## config.mk

```make
export PLATFORM = sky130hd
export DESIGN_NAME = riscv_arb_mux
export DESIGN_NICKNAME = d
export VERILOG_FILES = /design/src/rtl/riscv_arb_mux.sv
export SDC_FILE = /design/constraint.sdc
export NUM_CORES = 1
export LEC_CHECK = 0
export ABC_AREA = 0
export ABC_CLOCK_PERIOD_IN_PS = 1950
export CORE_MARGIN = 3
export CORE_UTILIZATION = 38
export DETAILED_ROUTE_END_ITERATION = 6
export PLACE_DENSITY = 0.91
export SYNTH_ARGS = -nofsm -noshare
export SYNTH_HDL_FRONTEND = slang
export SYNTH_SLANG_ARGS = --single-unit
```

## constraint.sdc

```tcl
create_clock -name i_clk -period 1.95 [get_ports i_clk]
set_clock_uncertainty 0.05 [all_clocks]
set_input_delay 0.195 -clock i_clk [delete_from_list [all_inputs] [get_ports i_clk]]
set_output_delay 0.195 -clock i_clk [all_outputs]
set_load 0.02 [all_outputs]
```

## src/rtl/riscv_arb_mux.sv

```systemverilog
// rtl/riscv_arb_mux.sv - registered N-channel valid/ready mux with fixed-select or round-robin arbitration
module riscv_arb_mux #(
  parameter int N_MUX_IN = 2,
  parameter int DW       = 32,
  localparam int SW      = (N_MUX_IN > 1) ? $clog2(N_MUX_IN) : 1
) (
  input  logic                   i_clk,
  input  logic                   i_rstn,
  input  logic [N_MUX_IN*DW-1:0] i_mux_concat_data,
  input  logic [N_MUX_IN-1:0]    i_mux_valid,
  output logic [N_MUX_IN-1:0]    o_mux_ready,
  input  logic                   i_mux_mode,
  input  logic [SW-1:0]          i_mux_sel,
  output logic [DW-1:0]          o_mux_data,
  output logic                   o_mux_valid,
  input  logic                   i_mux_ready,
  output logic [SW-1:0]          o_mux_grant
);

  logic [SW-1:0] rr_ptr;
  logic [SW-1:0] cand;
  logic          cand_found;
  logic          load_en;
  logic          take_in;
  int            idx;

  assign load_en = !o_mux_valid || i_mux_ready;

  // RR search starts just after the last granted channel and wraps back to it
  always_comb begin
    cand       = '0;
    cand_found = 1'b0;
    idx        = 0;
    if (!i_mux_mode) begin
      if (int'(i_mux_sel) < N_MUX_IN) begin
        cand       = i_mux_sel;
        cand_found = 1'b1;
      end
    end else begin
      for (int i = 1; i <= N_MUX_IN; i++) begin
        idx = int'(rr_ptr) + i;
        if (idx >= N_MUX_IN) idx = idx - N_MUX_IN;
        if (!cand_found && i_mux_valid[SW'(idx)]) begin
          cand       = SW'(idx);
          cand_found = 1'b1;
        end
      end
    end
  end

  always_comb begin
    o_mux_ready = '0;
    for (int k = 0; k < N_MUX_IN; k++) begin
      o_mux_ready[k] = i_rstn && load_en && cand_found && (cand == SW'(k));
    end
  end

  assign take_in = cand_found && load_en && i_mux_valid[cand];

  always_ff @(posedge i_clk or negedge i_rstn) begin
    if (!i_rstn) begin
      o_mux_valid <= 1'b0;
      o_mux_data  <= '0;
      o_mux_grant <= '0;
      rr_ptr      <= SW'(N_MUX_IN - 1);
    end else if (take_in) begin
      o_mux_valid <= 1'b1;
      o_mux_data  <= i_mux_concat_data[int'(cand)*DW +: DW];
      o_mux_grant <= cand;
      if (i_mux_mode) rr_ptr <= cand;
    end else if (o_mux_valid && i_mux_ready) begin
      o_mux_valid <= 1'b0;
    end
  end

endmodule

```

# After elaboration in Yosys (flattened, before gate mapping)
# Cells that the tools add are included.
# op_classes
n_addsub,4
n_lt_le_gt_ge,5
shifts,1
muxes,19
bitwise_logic,1
reduce_logical,13
# op_table
operator,count
$shiftx 64x7->32,1
$mux 1,19
$logic_and 1x1->1,8
$lt 1x3->1 const B,2
$add 1x2->3 const B,1
$ge 3x2->1 const B,1
$add 1x1->2 const B,1
$ge 2x2->1 const B,1
$logic_not 1->1,2
$lt 1x2->1 const B,1
$reduce_and 2->1,1
$reduce_bool 2->1,1
$sub 1x1->1 const B,2
$logic_or 1x1->1,1
$not 1->1,1
# totals
register_bits,35
elab_cells,47

# Logic depth before layout (Yosys ltp)
# depth
ltp_word,17
ltp_mapped,6
depth_no_buf,4

# Worst setup path after synthesis
# Ideal clock, no wire load.
# synth_timing
path_type,register to register
start,register rr_ptr
end,register o_mux_data[11]
t_arrival_ns,1.606
required_ns,1.775
slack_ns,0.169
path_stages_with_launch,5
period_less_slack_ns,1.781
cell_sequence,dfstp_2 -> o21ai_1 -> a221oi_4 -> buf_6 -> mux2_4
# synth_via
elab_chain_cells,10
elab_cells_between_ends,17
cone_classes,4 x add/sub; 2 x order compare; 1 x shift; 9 x mux; 1 x reduce/logical
# synth_lines
item,line_no,source
start: declaration,20,logic [SW-1:0] rr_ptr;
start signal: assignment,65,rr_ptr <= SW'(N_MUX_IN - 1);
start signal: assignment,70,if (i_mux_mode) rr_ptr <= cand;
"parallel branches: the longest is 5 deep, another holds $add 1x2->3",--,
$mux 1 (*),43,if (!cand_found && i_mux_valid[SW'(idx)]) begin
$mux 1 (*),34,if (!i_mux_mode) begin
"parallel branches: the longest is 3 deep, another holds $shiftx 64x7->32",--,
end signal: assignment,68,o_mux_data <= i_mux_concat_data[int'(cand)*DW +: DW];
end: declaration,14,"output logic [DW-1:0] o_mux_data,"
# Mark *: on every way between the ends. The select of a mux whose other input is x is not followed.
# A chain may end at the register's enable or synchronous reset.

# Worst setup path after layout
# layout_timing
start,input port i_mux_sel
end,register o_mux_data[24]
# layout_via
elab_chain_cells,4
elab_cells_between_ends,5
cone_classes,1 x shift; 3 x mux; 1 x reduce/logical
# layout_lines
item,line_no,source
start: declaration,13,"input logic [SW-1:0] i_mux_sel,"
$mux 1 (*),34,
"parallel branches: the longest is 3 deep, another holds $shiftx 64x7->32",--,
# Marked as above.

==> results.ini <==
[outcome]
outcome = finished clean

[cells_and_area]
fin_nets = 314
n_antenna_cell = 0
layout-drive-gt1-share_pct = 34.8
layout-area-overhead-vs-synth_pct = 68.7
finalNonFillerCells = 296
finish.instance_area_sq_mm = 0.00311

[critical_path]
worst_setup_path_startpoint = i_mux_sel
regToRegStartpoint = rr_ptr$_DFFE_PN1P_
crit_top_cell = mux2_2
r2r_cell_count = 4
ff2ff_setup_slack_ps = 100
max_stage_delay_ps = 490
crit_path_end_kind = flip-flop
cpMaxStageDelayCell = clkdlybuf4s50_1
timing_worst_setup_path_type = in -> reg
worstPathRequired_ps = 2060
crit_path_cell_trace = clkdlybuf4s50_1 > or2b_4 > nand2_1 > buf_12 > mux2_2 > mux2_2
cp_data_arrival_time_ps = 1980
crit_path_start_kind = primary input
reg2reg_to = o_mux_data[31]$_DFFE_PN0P_
endpoint = o_mux_data[24]$_DFFE_PN0P_
critPathMaxFanout = 17

[route]
drt_wl_total_mm = 4.63
routed-via-count = 1441
drc = 0
route.antenna.remaining_nets = 0
drt-pass1-iter-count = 4
drtIter0Drc = 22
vias_per_cell = 4.87
wl_per_cell_microns = 15.7

[global_routing]
pin_count_of_the_biggest_net_entering_global_routing = 36
global_route.usage.total_pct = 16.3
grt_pass1_vias = 1546
grt_antenna_before_repair = 0
grt.busiest_layer = met2
global_route_wire_length_before_repair_mm = 7.05
met1_usage_pct = 18.1
global_route.usage.met2_pct = 30.3
grt_overflow = 0
grtUsageMet3_pct = 5.28

[pwr]
p_leak_uw = 0.00129
swShare_pct = 31.2
fin_total_pwr_uw = 2890
internal_power_uw = 1990
vdd.ir_drop.worst_uv = 520
power.clock.fraction_pct = 16.7
power.combinational.fraction_pct = 46.7
total_power_density_per_cell_area_mw_per_mm2 = 932
seqPwrFrac_pct = 36.5
switching_power_uw = 904

[clocking]
clock_root_buffer = clkbuf_8
tritoncts.num_buffers = 5
cts_tree = done
cts.sink_count = 35
cts-root-to-sink-buffers = 2
clkLatencyLatePin_ps = 270
cts-htree-levels = 2
cts.repair_timing.setup_buffer_count = 0
clkTransAtPathRegs_ps = 70

[synth]
synthesized_instance_count = 128
synthDominantCellAreaShare_pct = 46.2
syn_avg_cell_area_sq_um = 14.4
synthTopCellsByArea = dfrtp_1 (46%), mux2_2 (34%), mux2_4 (8.2%)
synth-seq-area-share_pct = 47.7
syn-num-nets = 199
synth.ff_latch_count = 35
synth.cell_area_sq_mm = 0.00184
synth-warning-count = 0
netlist-cell-type-count = 22
synthDominantAreaCellType = dfrtp_1

[placement]
globalplace.congestion = 0.797
place.detailed.hpwl_mm = 3.64
detailedPlace.worstSlack_ps = -190
placement.cell_area_sq_mm = 0.00301
placed_cells = 287
buffer_ports.inserted = 106

[sta]
setup_ws_ps = 81.1
final_max_slew_viol_count = 0
final-setup-viol-count = 0
layout_min_cycle_time_ps = 1870
holdWs_ps = 449
hold_violations = 0
slew_at_the_pin_closest_to_its_max_slew_limit_ps = 440
clock.fmax_mhz = 535
post_route_clock_period_utilization_pct = 95.8
rsz0062_at_grt = false
max-slew-margin-rel_pct = 70.7

[die]
core-area_sq_mm = 0.00450
die_area_sq_mm = 0.00571
initial_core_util_pct = 40.9
num_io_pins = 107
die_width_microns = 75.6
die_height_microns = 75.6
floorplan.rows = 24

[min_path]
timing.hold.worst.class = in -> async

[job]
drv.max_cap_violation_count = 0

[metal layers]
metal  vias to the layer above  share of wire [%]  wire (microns)
li1                        692                  -               -
met1                       693                 40            1860
met2                        54                 53            2440
met3                         2                6.8             317
met4                         0               0.37              17
met5                         -                  0               0
[stage by stage]
step	util, %	TNS, ps
6_report	68.9	0
5_1_grt	68.9	0
2_1_floorplan	-	0
4_1_cts	68.9	0
3_3_place_gp	66.9	-4430
3_5_place_dp	66.9	-5200
[cell usage in the layout, fill, tap and decap left out, drive strengths merged, types with 2 or more instances in the layout]
cell type,netlist,layout
buf,7,9
clkbuf,0,7
clkdlybuf4s50,0,103
dfrtp,34,34
mux2,65,65
nand2,4,4
nand2b,2,2
nand3,2,2
nor2,2,2
o21ai,3,3
[worst min path at each step]
stage | depth (start not counted) | startpoint | to
3_5_place_dp | 2 | i_rstn | o_mux_data[28]$_DFFE_PN0P_
5_1_grt | 1 | o_mux_data[22]$_DFFE_PN0P_ | o_mux_data[22]$_DFFE_PN0P_
4_1_cts | 1 | o_mux_data[22]$_DFFE_PN0P_ | o_mux_data[22]$_DFFE_PN0P_
2_1_floorplan | 0 | i_rstn | o_mux_data[0]$_DFFE_PN0P_
6_report | 3 | i_rstn | o_mux_data[3]$_DFFE_PN0P_
3_3_place_gp | 2 | i_rstn | o_mux_data[3]$_DFFE_PN0P_
[power groups by stage]
stage	registers [uW]	clock network [uW]	logic, uW
after floorplan	1320	0	414
final	1060	484	1350
after CTS	1060	509	1370
after detailed placement	1070	0	1370
after global placement	1060	0	1340
after global routing	1090	540	1430
[synthesized netlist by cell type, drive strengths merged]
cell,n
nand2,4
mux2,65
o21ai,3
a21oi,1
a31oi,1
a221oi,1
nand2b,2
nor2b,1
nor2,2
or2,1
dfstp,1
or2b,1
nand3b,1
buf,7
nand3,2
inv,1
dfrtp,34
[logic make-up (layout without fill, tap and decap cells)]
group | Yosys count | in the layout | share of synthesized area [%]
mux | 65 | 65 | 41.8
flops | 35 | 35 | 47.7
simple gates | 14 | 14 | 4.28
buf+inv | 8 | 124 | 3.40
compound gates | 6 | 6 | 2.86
[critical path: cells and delay by family]
kind / cells / cell delay [ps]
simple gates: 2 / 480
mux: 2 / 630
buf+inv: 2 / 680
[cell type report]
| class | instances | area [sq um] |
|---|---|---|
| Tap cell | 52 | 65.1 |
| Inverter | 1 | 3.75 |
| Clock inverter | 1 | 5.00 |
| Clock buffer | 7 | 76.3 |
| Fill cell | 334 | 1400 |
| Multi-Input combinational cell | 85 | 901 |
| Timing Repair Buffer | 115 | 1180 |
| Sequential cell | 35 | 877 |
[what timing repair did]
| action | CTS | global route |
|---|---|---|
| endpoints found under the setup margin | 1 | 1 |
| gates resized for setup | 1 | 1 |
| endpoints found under the hold margin | 34 | 0 |
| pin swaps | 0 | 0 |
| hold buffers | 1 | 0 |
[sequential cells by signal, indices dropped and copies added, names as in the netlist]
signal	count
rr_ptr	1
o_mux_data	32
o_mux_grant	1
o_mux_valid	1
Note: power is estimated with default switching activity, not from simulation.
